**src/rtl/mw_pipe_stage.sv**
```systemverilog
// MEM/WB pipeline register with load alignment/extension and writeback result mux.
// Latency: 1 cycle from M-stage inputs to W-stage outputs; ResultW is decoded from registered state only.
// Backpressure: StallW holds every register, FlushW inserts a bubble and overrides StallW; no ready output.
//
// Optional feature macro: MW_PIPE_STAGE_RETIRE_CNT_EN adds the RetireCount output and its counter.
// DATA_WIDTH must be 32: the byte/halfword lane selection assumes a 4-byte word.

module mw_pipe_stage #(
  parameter int DATA_WIDTH = 32,
  parameter int REG_ADDR_W = 5,
  parameter int CNT_WIDTH  = 32
) (
  input  logic                  clk,
  input  logic                  rst_n,
  input  logic                  StallW,
  input  logic                  FlushW,
  input  logic                  ValidM,
  input  logic                  RegWriteM,
  input  logic [1:0]            ResultSrcM,
  input  logic [2:0]            Funct3M,
  input  logic [DATA_WIDTH-1:0] ALUResultM,
  input  logic [DATA_WIDTH-1:0] ReadDataM,
  input  logic [DATA_WIDTH-1:0] PCPlus4M,
  input  logic [REG_ADDR_W-1:0] RdM,
  output logic                  ValidW,
  output logic                  RegWriteW,
  output logic [REG_ADDR_W-1:0] RdW,
  output logic [DATA_WIDTH-1:0] ResultW
`ifdef MW_PIPE_STAGE_RETIRE_CNT_EN
  ,
  output logic [CNT_WIDTH-1:0]  RetireCount
`endif
);

  // Result source encodings; 11 is reserved and falls back to the ALU result.
  localparam logic [1:0] SRC_ALU  = 2'b00;
  localparam logic [1:0] SRC_LOAD = 2'b01;
  localparam logic [1:0] SRC_PC4  = 2'b10;

  // Load funct3 encodings.
  localparam logic [2:0] F3_LB  = 3'b000;
  localparam logic [2:0] F3_LH  = 3'b001;
  localparam logic [2:0] F3_LW  = 3'b010;
  localparam logic [2:0] F3_LBU = 3'b100;
  localparam logic [2:0] F3_LHU = 3'b101;

  // Everything the WB stage needs, held as one packed bundle so flush/stall/reset
  // treat the whole instruction uniformly.
  typedef struct packed {
    logic                  valid;
    logic                  regwrite;
    logic [1:0]            result_src;
    logic [2:0]            funct3;
    logic [DATA_WIDTH-1:0] alu_result;
    logic [DATA_WIDTH-1:0] read_data;
    logic [DATA_WIDTH-1:0] pc_plus4;
    logic [REG_ADDR_W-1:0] rd;
  } wb_bundle_t;

  wb_bundle_t m_dat;
  wb_bundle_t w_q;

  logic [7:0]            load_byte;
  logic [15:0]           load_half;
  logic [DATA_WIDTH-1:0] load_ext;

  // Gather the MEM-stage inputs into the bundle that gets captured.
  always_comb begin
    m_dat            = '0;
    m_dat.valid      = ValidM;
    m_dat.regwrite   = RegWriteM;
    m_dat.result_src = ResultSrcM;
    m_dat.funct3     = Funct3M;
    m_dat.alu_result = ALUResultM;
    m_dat.read_data  = ReadDataM;
    m_dat.pc_plus4   = PCPlus4M;
    m_dat.rd         = RdM;
  end

  // Stage register: reset clears, flush bubbles (beats stall), stall holds, else capture.
  always_ff @(posedge clk or negedge rst_n) begin
    if (!rst_n) begin
      w_q <= '0;
    end else if (FlushW) begin
      w_q <= '0;
    end else if (!StallW) begin
      w_q <= m_dat;
    end
  end

  // Pick the addressed byte and halfword lanes out of the raw memory word.
  // Halfword selection uses only offset[1]; misaligned halfword offsets are ignored.
  always_comb begin
    load_byte = w_q.read_data[7:0];
    unique case (w_q.alu_result[1:0])
      2'd0: load_byte = w_q.read_data[7:0];
      2'd1: load_byte = w_q.read_data[15:8];
      2'd2: load_byte = w_q.read_data[23:16];
      2'd3: load_byte = w_q.read_data[31:24];
      default: load_byte = w_q.read_data[7:0];
    endcase
    load_half = w_q.alu_result[1] ? w_q.read_data[31:16] : w_q.read_data[15:0];
  end

  // Sign/zero extend the selected lane; unknown funct3 passes the raw word.
  always_comb begin
    load_ext = w_q.read_data;
    case (w_q.funct3)
      F3_LB:   load_ext = {{(DATA_WIDTH-8){load_byte[7]}}, load_byte};
      F3_LBU:  load_ext = {{(DATA_WIDTH-8){1'b0}}, load_byte};
      F3_LH:   load_ext = {{(DATA_WIDTH-16){load_half[15]}}, load_half};
      F3_LHU:  load_ext = {{(DATA_WIDTH-16){1'b0}}, load_half};
      F3_LW:   load_ext = w_q.read_data;
      default: load_ext = w_q.read_data;
    endcase
  end

  // Writeback result mux, fed only from registered state.
  always_comb begin
    ResultW = w_q.alu_result;
    case (w_q.result_src)
      SRC_ALU:  ResultW = w_q.alu_result;
      SRC_LOAD: ResultW = load_ext;
      SRC_PC4:  ResultW = w_q.pc_plus4;
      default:  ResultW = w_q.alu_result;
    endcase
  end

  // Qualified W-stage controls; writes to x0 are dropped here so the regfile needs no check.
  always_comb begin
    ValidW    = w_q.valid;
    RegWriteW = w_q.valid & w_q.regwrite & (w_q.rd != '0);
    RdW       = w_q.rd;
  end

`ifdef MW_PIPE_STAGE_RETIRE_CNT_EN
  logic [CNT_WIDTH-1:0] retire_cnt_q;

  // Count instructions leaving WB: valid and not stalled, flushed edges included; wraps.
  always_ff @(posedge clk or negedge rst_n) begin
    if (!rst_n) begin
      retire_cnt_q <= '0;
    end else if (w_q.valid && !StallW) begin
      retire_cnt_q <= retire_cnt_q + 1'b1;
    end
  end

  assign RetireCount = retire_cnt_q;
`endif

endmodule

```
**config.mk**
```make
export PLATFORM = sky130hd
export DESIGN_NAME = mw_pipe_stage
export DESIGN_NICKNAME = d
export VERILOG_FILES = /design/src/rtl/mw_pipe_stage.sv
export SDC_FILE = /design/constraint.sdc
export NUM_CORES = 1
export LEC_CHECK = 0
export ABC_CLOCK_PERIOD_IN_PS = 7300
export CAP_MARGIN = 25
export CORE_MARGIN = 2
export CORE_UTILIZATION = 50
export DETAILED_ROUTE_END_ITERATION = 8
export PLACE_DENSITY = 0.81
export SETUP_SLACK_MARGIN = 0.3
export SLEW_MARGIN = 20
export SYNTH_ARGS = -nofsm -noshare
export SYNTH_HDL_FRONTEND = slang
export SYNTH_SLANG_ARGS = --single-unit
```
**constraint.sdc**
```tcl
create_clock -name clk -period 7.3 [get_ports clk]
set_input_delay 1.825 -clock clk [delete_from_list [all_inputs] [get_ports clk]]
set_output_delay 1.825 -clock clk [all_outputs]
set_load 0.01 [all_outputs]
```
# Word-level counts from Yosys, hierarchy flattened
# Cells that the tools add are included.
totals:
  regBits: 108
  output_inout_bits: 39
  word_cells: 28
op_classes:
  eq_ne: 9
  n_mux: 6
  bitwise_logic: 2
  reduce_logical: 3
ops:
  columns: ["op", "n"]
  rows:
  - ["$mux 108", 2]
  - ["$pmux 32 s4", 1]
  - ["$pmux 32 s2", 1]
  - ["$pmux 8 s4", 1]
  - ["$mux 16", 1]
  - ["$eq 2x2->1 const B", 3]
  - ["$eq 3x3->1 const B", 2]
  - ["$reduce_bool 5->1", 1]
  - ["$eq 2x1->1 const B", 2]
  - ["$eq 3x1->1 const B", 1]
  - ["$logic_not 3->1", 1]
  - ["$and 1x1->1", 2]
  - ["$logic_not 2->1", 1]
  - ["$ne 2x1->1 const B", 1]

# Longest topological paths before layout
# Gate-level depths: netlist (run 1).
logic_depth:
  word_depth: 4
  mapped_depth: 8

# Worst setup path after synthesis (run 1)
# OpenSTA, ideal clock, no wires.
synth_path:
  kind: "register to output"
  from: "reg w_q[104] (netlist name)"
  to: "out ResultW[16]"
  arrival_ns: 1.817
  t_required_ns: 5.475
  path_slack_ns: 3.658
  stages_incl_launch_ff: 9
  path_buffers: 2
  cell_sequence: "dfrtp_1 > inv_1 > ha_1 > clkbuf_1 > and2b_2 > o211ai_2 > a211o_4 > buf_6 > o211ai_1"
synth_via:
  elab_chain_len: 2
  elab_cells_between_ends: 3
  cone_classes: "eq/ne (2); mux (1)"
synth_rtl:
  columns: ["element", "line", "rtl"]
  rows:
  - ["start: declaration", "61", "wb_bundle_t w_q;"]
  - ["start signal: assignment", "87", "w_q <= m_dat;"]
  - ["$eq 2x2->1 / $eq 2x1->1 (equally long branches)", "121", "case (w_q.result_src)"]
  - ["$pmux 32 s2 *", "121", null]
  - ["end: declaration", "28", "output logic [DATA_WIDTH-1:0] ResultW"]
# Mark *: on every way between the ends. The rest lies on a longest branch, timed or not.

# Final worst setup path (run 1)
layout_path:
  from: "reg w_q[70] (netlist name)"
  to: "out ResultW[4]"
layout_via:
  elab_chain_len: 4
  elab_cells_between_ends: 8
  cone_classes: "eq/ne (3); mux (4); reduce/logical (1)"
layout_rtl:
  columns: ["element", "line", "rtl"]
  rows:
  - ["$eq 2x2->1 (tied with other cells)", "95", "unique case (w_q.alu_result[1:0])"]
  - ["$pmux 8 s4", "95", null]
  - ["$pmux 32 s4 *", "108", "case (w_q.funct3)"]
  - ["$pmux 32 s2 *", "121", null]
# Marks and branches as above.

==> results of run 1 <==
-- power by group through the flow --
stage	combinational (mW)	sequential [mW]	clock (mW)
finish	0.262	0.665	0.339
global route	0.286	0.669	0.372
CTS	0.261	0.664	0.347
detailed placement	0.260	0.676	0
global placement	0.255	0.675	0
floorplan	0.136	0.660	0
-- worst max-delay path, stage by stage, from the launching register on --
cell and delay, ns:
dfrtp_1 0.94, inv_1 0.28, a21oi_1 0.46, o21ai_0 0.17, o21ai_0 0.35, clkdlybuf4s50_1 0.61
-- final timing paths --
kind | from | endpoint | slack, ns
setup / recovery | w_q[70] | ResultW[4] | 2.28
max in group asynchronous | rst_n | w_q[48] | 4.63
setup reg to reg | w_q[70] | w_q[70] | 6.00
hold reg to reg | w_q[99] | w_q[99] | 0.53
min in group asynchronous | rst_n | w_q[80] | 1.44
hold / removal | w_q[99] | w_q[99] | 0.53
-- cells in the final DEF (no fill, tap or decap), drive strengths merged --
cell type	count
o22ai	7
clkbuf	12
inv	4
a21oi	11
nor3b	1
o2bb2ai	6
nand2	23
o311a	1
o21ai	21
o31ai	1
a22oi	15
nand2b	2
nor2b	3
dfrtp	108
ha	2
a211o	2
or3	7
clkdlybuf4s50	147
o211ai	17
mux4	1
o2111ai	2
clkinv	4
a32oi	17
nor2	110
mux2i	116
buf	9
and2b	1
a22o	1
-- metal layers --
metal / global-route usage / part of all wire / vias up
met5: 0 / 0 / -
met4: 0.0668 / 0.016 / 0
met3: 0.0879 / 0.084 / 25
met2: 0.440 / 0.49 / 172
met1: 0.348 / 0.41 / 2216
li1: - / - / 2116
-- layout make-up --
class | instances | area [µm²]
fillers | 848 | 3610
flip-flops and latches | 108 | 2700
multi-input cells | 367 | 2540
repair buffers | 156 | 1560
well taps | 140 | 175
clock buffers | 12 | 155
clock inverters | 3 | 22.5
inverters | 5 | 18.8
-- state kept, by name (all words and copies together), names as in the netlist --
name and flops:
RdW 5, ValidW 1, w_q 102
-- cell families (layout without fill, tap and decap cells) --
| logic type | Yosys count | after routing | synth area share |
|---|---|---|---|
| muxes | 117 | 117 | 0.215 |
| buffers and inverters | 54 | 176 | 0.0464 |
| and+or+nand+nor | 147 | 147 | 0.109 |
| DFF | 108 | 108 | 0.491 |
| adders and majority gates | 2 | 2 | 0.00455 |
| AOI/OAI and AO/OA | 101 | 101 | 0.134 |
-- through the flow --
stage | util | hold slack, ns | power (mW) | cell area (µm²) | setup WS [ns]
global route | 0.665 | 0.557 | 1.33 | 7180 | 2.10
finish | 0.665 | 0.535 | 1.27 | 7180 | 2.28
CTS | 0.662 | 0.535 | 1.27 | 7140 | 2.22
floorplan | - | 0.484 | 0.797 | 5500 | 3.66
detailed placement | 0.645 | 0.512 | 0.935 | 6970 | 2.64
global placement | 0.645 | 0.500 | 0.930 | 6970 | 2.75
==> results.txt, run 1 <==
Pin count of the biggest net entering global routing: 109
CP required: 5.48 ns
Worst-Margin Slew: 0.981 ns
Placeable Area: 0.0108 mm²
Switching Share: 0.278
Dpl hpwl: 10900 µm
Async SR Flop Fraction: 1.00
Max-Slew Margin vs Limit: 0.346
CP Capture Type: output pin
CTS Buffer Depth: 2
Clock share of power: 0.268
# IOs: 151
Final Max Slew Viols: 0
Clock root buffer: clkbuf_8
Total track usage: 0.270
Inserted Diodes: 0
Starting DRT DRC Count: 316
Cell Area, Synth: 0.00550 mm²
Final Hold Fails: 0
Port bufs: 150
Max VDD drop: 0.000120 V
Final period utilization: 0.688
Unrepaired setup endpoints after global routing: no
PD cells: 176 mW/mm²
Post-synth top area share: 0.491
H-tree level count: 3
Crit Path Class: reg2out
Total number of vias: 4529
Comb power frac: 0.207
Remaining antenna violation count after routing: 0
CTS tree: built
Sequential share of power: 0.525
EDFF count, synth: 0
Area grow syn2layout: 30.5%
# nets final: 761
Clk sinks: 108
Drt pass-1 iters: 5
Finish-stage setup viols: 0
Row count: 38
Total grt overflow: 0
Final Wtd Congestion: 0.861
Die width: 109 µm
Most used DFF post-synth: dfrtp_1
Net Count, Synth: 643
DRC: 0
Area of the die: 0.0119 mm²
Yosys reg bits: 108
Post-synth cell types: 32
Final Critical Period: 5.02 ns
Number of CTS-inserted buffers: 9
Fin Clk Skew: 0 ns
Worst setup SP type: register
Post-synthesis cell count: 529
Hold Crit Depth: 2
Sequential-to-total area share from yosys stat: 0.491
Int Pwr: 0.913 mW
Ys Warns: 0
Top cells by area, synth: dfrtp_1, mux2i_1, nor2_1, a32oi_1, o211ai_1
Placed insts: 774
Initial antenna violation count: 0
CP Max Fanout: 23
Final wirelength: 15200 µm
Synth top cells by count: mux2i_1, nor2_1, dfrtp_1, clkbuf_1, nand2_1
Global-route wire length before repair: 24100 µm
Final Non-Filler Cells: 791
Post_cts resized: 0
Die Height: 109 µm
Vias in the first global route: 4619
Crit path DAT: 3.19 ns
Worst r2r path cells: 2
Status: finished clean
Leak: 3.23 nW
# Post-CTS Setup Buffers: 0
Vias/cell: 5.73
Final TNS setup: 0 ns
# hold bufs at CTS: 0
Layout cells sized above 1: 0.0445
F_max: 199 MHz
Synth Area per Inst: 10.4 µm²
Hold Path Class: reg2reg
Skew-Pair Late Insertion Delay: 0.37 ns
Switch Pwr: 0.352 mW
Max Cap Viol: 0
Initial Utilization: 0.510
Count leader, synth: mux2i_1
Cell type with the largest total area after synthesis: dfrtp_1
WL/cell: 19.2 µm
Clock-pin slew on the worst setup and hold paths: 0.10 ns
Power figures use the tool's default switching activity.
==> inputs of run 2 (changes only) <==
--- a/config.mk
+++ b/config.mk
@@ -5,12 +5,12 @@
 export SDC_FILE = /design/constraint.sdc
 export NUM_CORES = 1
 export LEC_CHECK = 0
-export ABC_CLOCK_PERIOD_IN_PS = 7300
+export ABC_CLOCK_PERIOD_IN_PS = 5200
 export CAP_MARGIN = 25
 export CORE_MARGIN = 2
-export CORE_UTILIZATION = 50
+export CORE_UTILIZATION = 49
 export DETAILED_ROUTE_END_ITERATION = 8
-export PLACE_DENSITY = 0.81
+export PLACE_DENSITY = 0.79
 export SETUP_SLACK_MARGIN = 0.3
 export SLEW_MARGIN = 20
 export SYNTH_ARGS = -nofsm -noshare
==> constraint.sdc (replaced) <==
create_clock -name clk -period 5.2 [get_ports clk]
set_input_delay 1.3 -clock clk [delete_from_list [all_inputs] [get_ports clk]]
set_output_delay 1.3 -clock clk [all_outputs]
set_load 0.01 [all_outputs]
==> results.txt, run 2 (synthesis results as in run 1) <==
Status: finished clean
Pin count of the biggest net entering global routing: 109 (unchanged)
Hold Path Class: reg2reg
Final wirelength: 14900 µm (-1.7%)
Final Critical Period: 4.38 ns
Remaining antenna violation count after routing: 0 (unchanged)
Layout fillers: 888 (+4.7%)
Global-route wire length before repair: 23500 µm (-2.8%)
Inserted Diodes: 0 (unchanged)
F_max: 228 MHz
Met2 Usage GRT: 0.407 (-0.0330)
H-tree level count: 3 (unchanged)
Initial antenna violation count: 0 (unchanged)
Initial Utilization: 0.505 (-0.00445)
Fin Clk Skew: 0 ns (unchanged)
Area occupied by registers: 0.00270 mm² (unchanged)
Crit path DAT: 3.08 ns (-0.11 ns)
Skew-Pair Late Insertion Delay: 0.37 ns (about the same)
Drt pass-1 iters: 4 (-1)
Post_cts resized: 0 (unchanged)
Max-Slew Margin vs Limit: 0.307 (-0.0388)
CP Max Fanout: 32 (+39%)
Vias in the first global route: 4445 (-3.8%)
Slowest-stage cell, CP: dfrtp_1
Placeable Area: 0.0109 mm² (+0.88%)
CP Capture Type: output pin
Row count: 38 (unchanged)
Dpl hpwl: 10500 µm (-3.4%)
Final Max Slew Viols: 0 (unchanged)
Starting DRT DRC Count: 309 (-2.2%)
Unrepaired setup endpoints after global routing: no
Max Cap Viol: 0 (unchanged)
Die width: 110 µm (+0.98%)
Worst r2r path cells: 2 (unchanged)
Layout cells sized above 1: 0.0490 (+0.00446)
Hold Crit Depth: 2 (unchanged)
CTS tree: built
Clock-pin slew on the worst setup and hold paths: 0.10 ns (about the same)
Crit Path Class: reg2out
Gr busiest metal: met2
Max VDD drop: 0.000184 V (+53%)
# IOs: 151 (unchanged)
Worst path cell trace: clkinv_1 > o2111ai_1 > o2111ai_1 > a22oi_1 > clkdlybuf4s50_1
Placed cell area: 0.00697 mm² (+0.11%)
Cell mode on critical path: o2111ai_1
Largest register by flop count: w_q
PD cells: 250 mW/mm² (+42%)
Port bufs: 150 (unchanged)
WL/cell: 18.8 µm (-1.9%)
CP required: 3.90 ns (-1.58 ns)
Total grt overflow: 0 (unchanged)
Vias/cell: 5.67 (-0.91%)
Die Height: 110 µm (+0.98%)
Final Wtd Congestion: 0.936 (+8.7%)
Clk sinks: 108 (unchanged)
# nets final: 763 (+0.26%)
CTS Buffer Depth: 2 (unchanged)
Post-route cell area: 0.00724 mm² (+0.89%)
Area grow syn2layout: 31.7%
Met1 GRT Util: 0.358 (+0.00929)
DRC: 0 (unchanged)
Finish-stage setup viols: 0 (unchanged)
Total track usage: 0.256 (-0.0132)
Leak: 3.26 nW (+0.93%)
GRT met3 Usage: 0.0676 (-0.0203)
Worst setup SP type: register
Max FFs per register: 102 (unchanged)
# hold bufs at CTS: 0 (unchanged)
Commonest non-fill, non-tap cells in the layout: clkdlybuf4s50_1, mux2i_1, nor2_1
Clock root buffer: clkbuf_8
Number of CTS-inserted buffers: 9 (unchanged)
Final Hold Fails: 0 (unchanged)
Area of the multi-input gates: 0.00254 mm² (unchanged)
CP peak stage delay: 1.04 ns (+0.10 ns)
Worst-Margin Slew: 1.04 ns (+0.0583 ns)
Final period utilization: 0.842
Final TNS setup: 0 ns (unchanged)
# Post-CTS Setup Buffers: 0 (unchanged)
Commonest non-fill, non-tap cell in the layout: clkdlybuf4s50_1
Total number of vias: 4499 (-0.66%)
Area of the die: 0.0121 mm² (+2.0%)
-- run 2: cell count changes in the layout (fill, tap and decap cells not counted), sizes merged --
| cell | previous run | this run |
|---|---|---|
| bufinv | 0 | 1 |
| buf | 9 | 11 |
| inv | 4 | 7 |
| clkinv | 4 | 3 |
| clkbuf | 12 | 9 |
-- run 2: worst max-delay path: cells and delay by family, from the launching register on --
kind            cells  cell delay (ns)
compound gates      3             0.56
buf+inv             2             1.12
flops               1             1.04
-- run 2: metal layers --
layer  share of wire  vias up
met1            0.44     2187
met3           0.076       16
met2            0.47      176
met5               0        -
li1                -     2120
met4           0.010        0
-- run 2: power breakdown --
part | switching, mW | internal, mW | total, mW
clock | 0.287 | 0.225 | 0.513
combinational | 0.168 | 0.199 | 0.367
sequential | 0.0480 | 0.886 | 0.934
total | 0.504 | 1.31 | 1.81
-- run 2: through the flow --
step                 util  cells  hold WS [ns]  worst slack (ns)  power (mW)
floorplan               -    529         0.484              2.08        1.12
global placement    0.640    775         0.505              1.33        1.30
detailed placement  0.640    775         0.514              1.25        1.31
CTS                 0.658    790         0.538             0.820        1.82
global route        0.665    793         0.558             0.596        1.90
finish              0.665    793         0.532             0.822        1.81
-- run 2: area by class of cell --
type	count	share of cell area
flip-flops and latches	108	0.373
clock inverters	6	0.00968
well taps	140	0.0242
repair buffers	158	0.222
inverters	5	0.00259
multi-input cells	367	0.351
clock buffers	9	0.0171
-- run 2: worst paths after layout --
check,start,end,slack [ns]
setup / recovery,w_q[102],ResultW[1],0.82
hold / removal,w_q[31],w_q[31],0.53
setup reg to reg,w_q[102],w_q[102],3.78
hold reg to reg,w_q[31],w_q[31],0.53
max in group asynchronous,rst_n,w_q[58],3.66
min in group asynchronous,rst_n,w_q[80],0.83
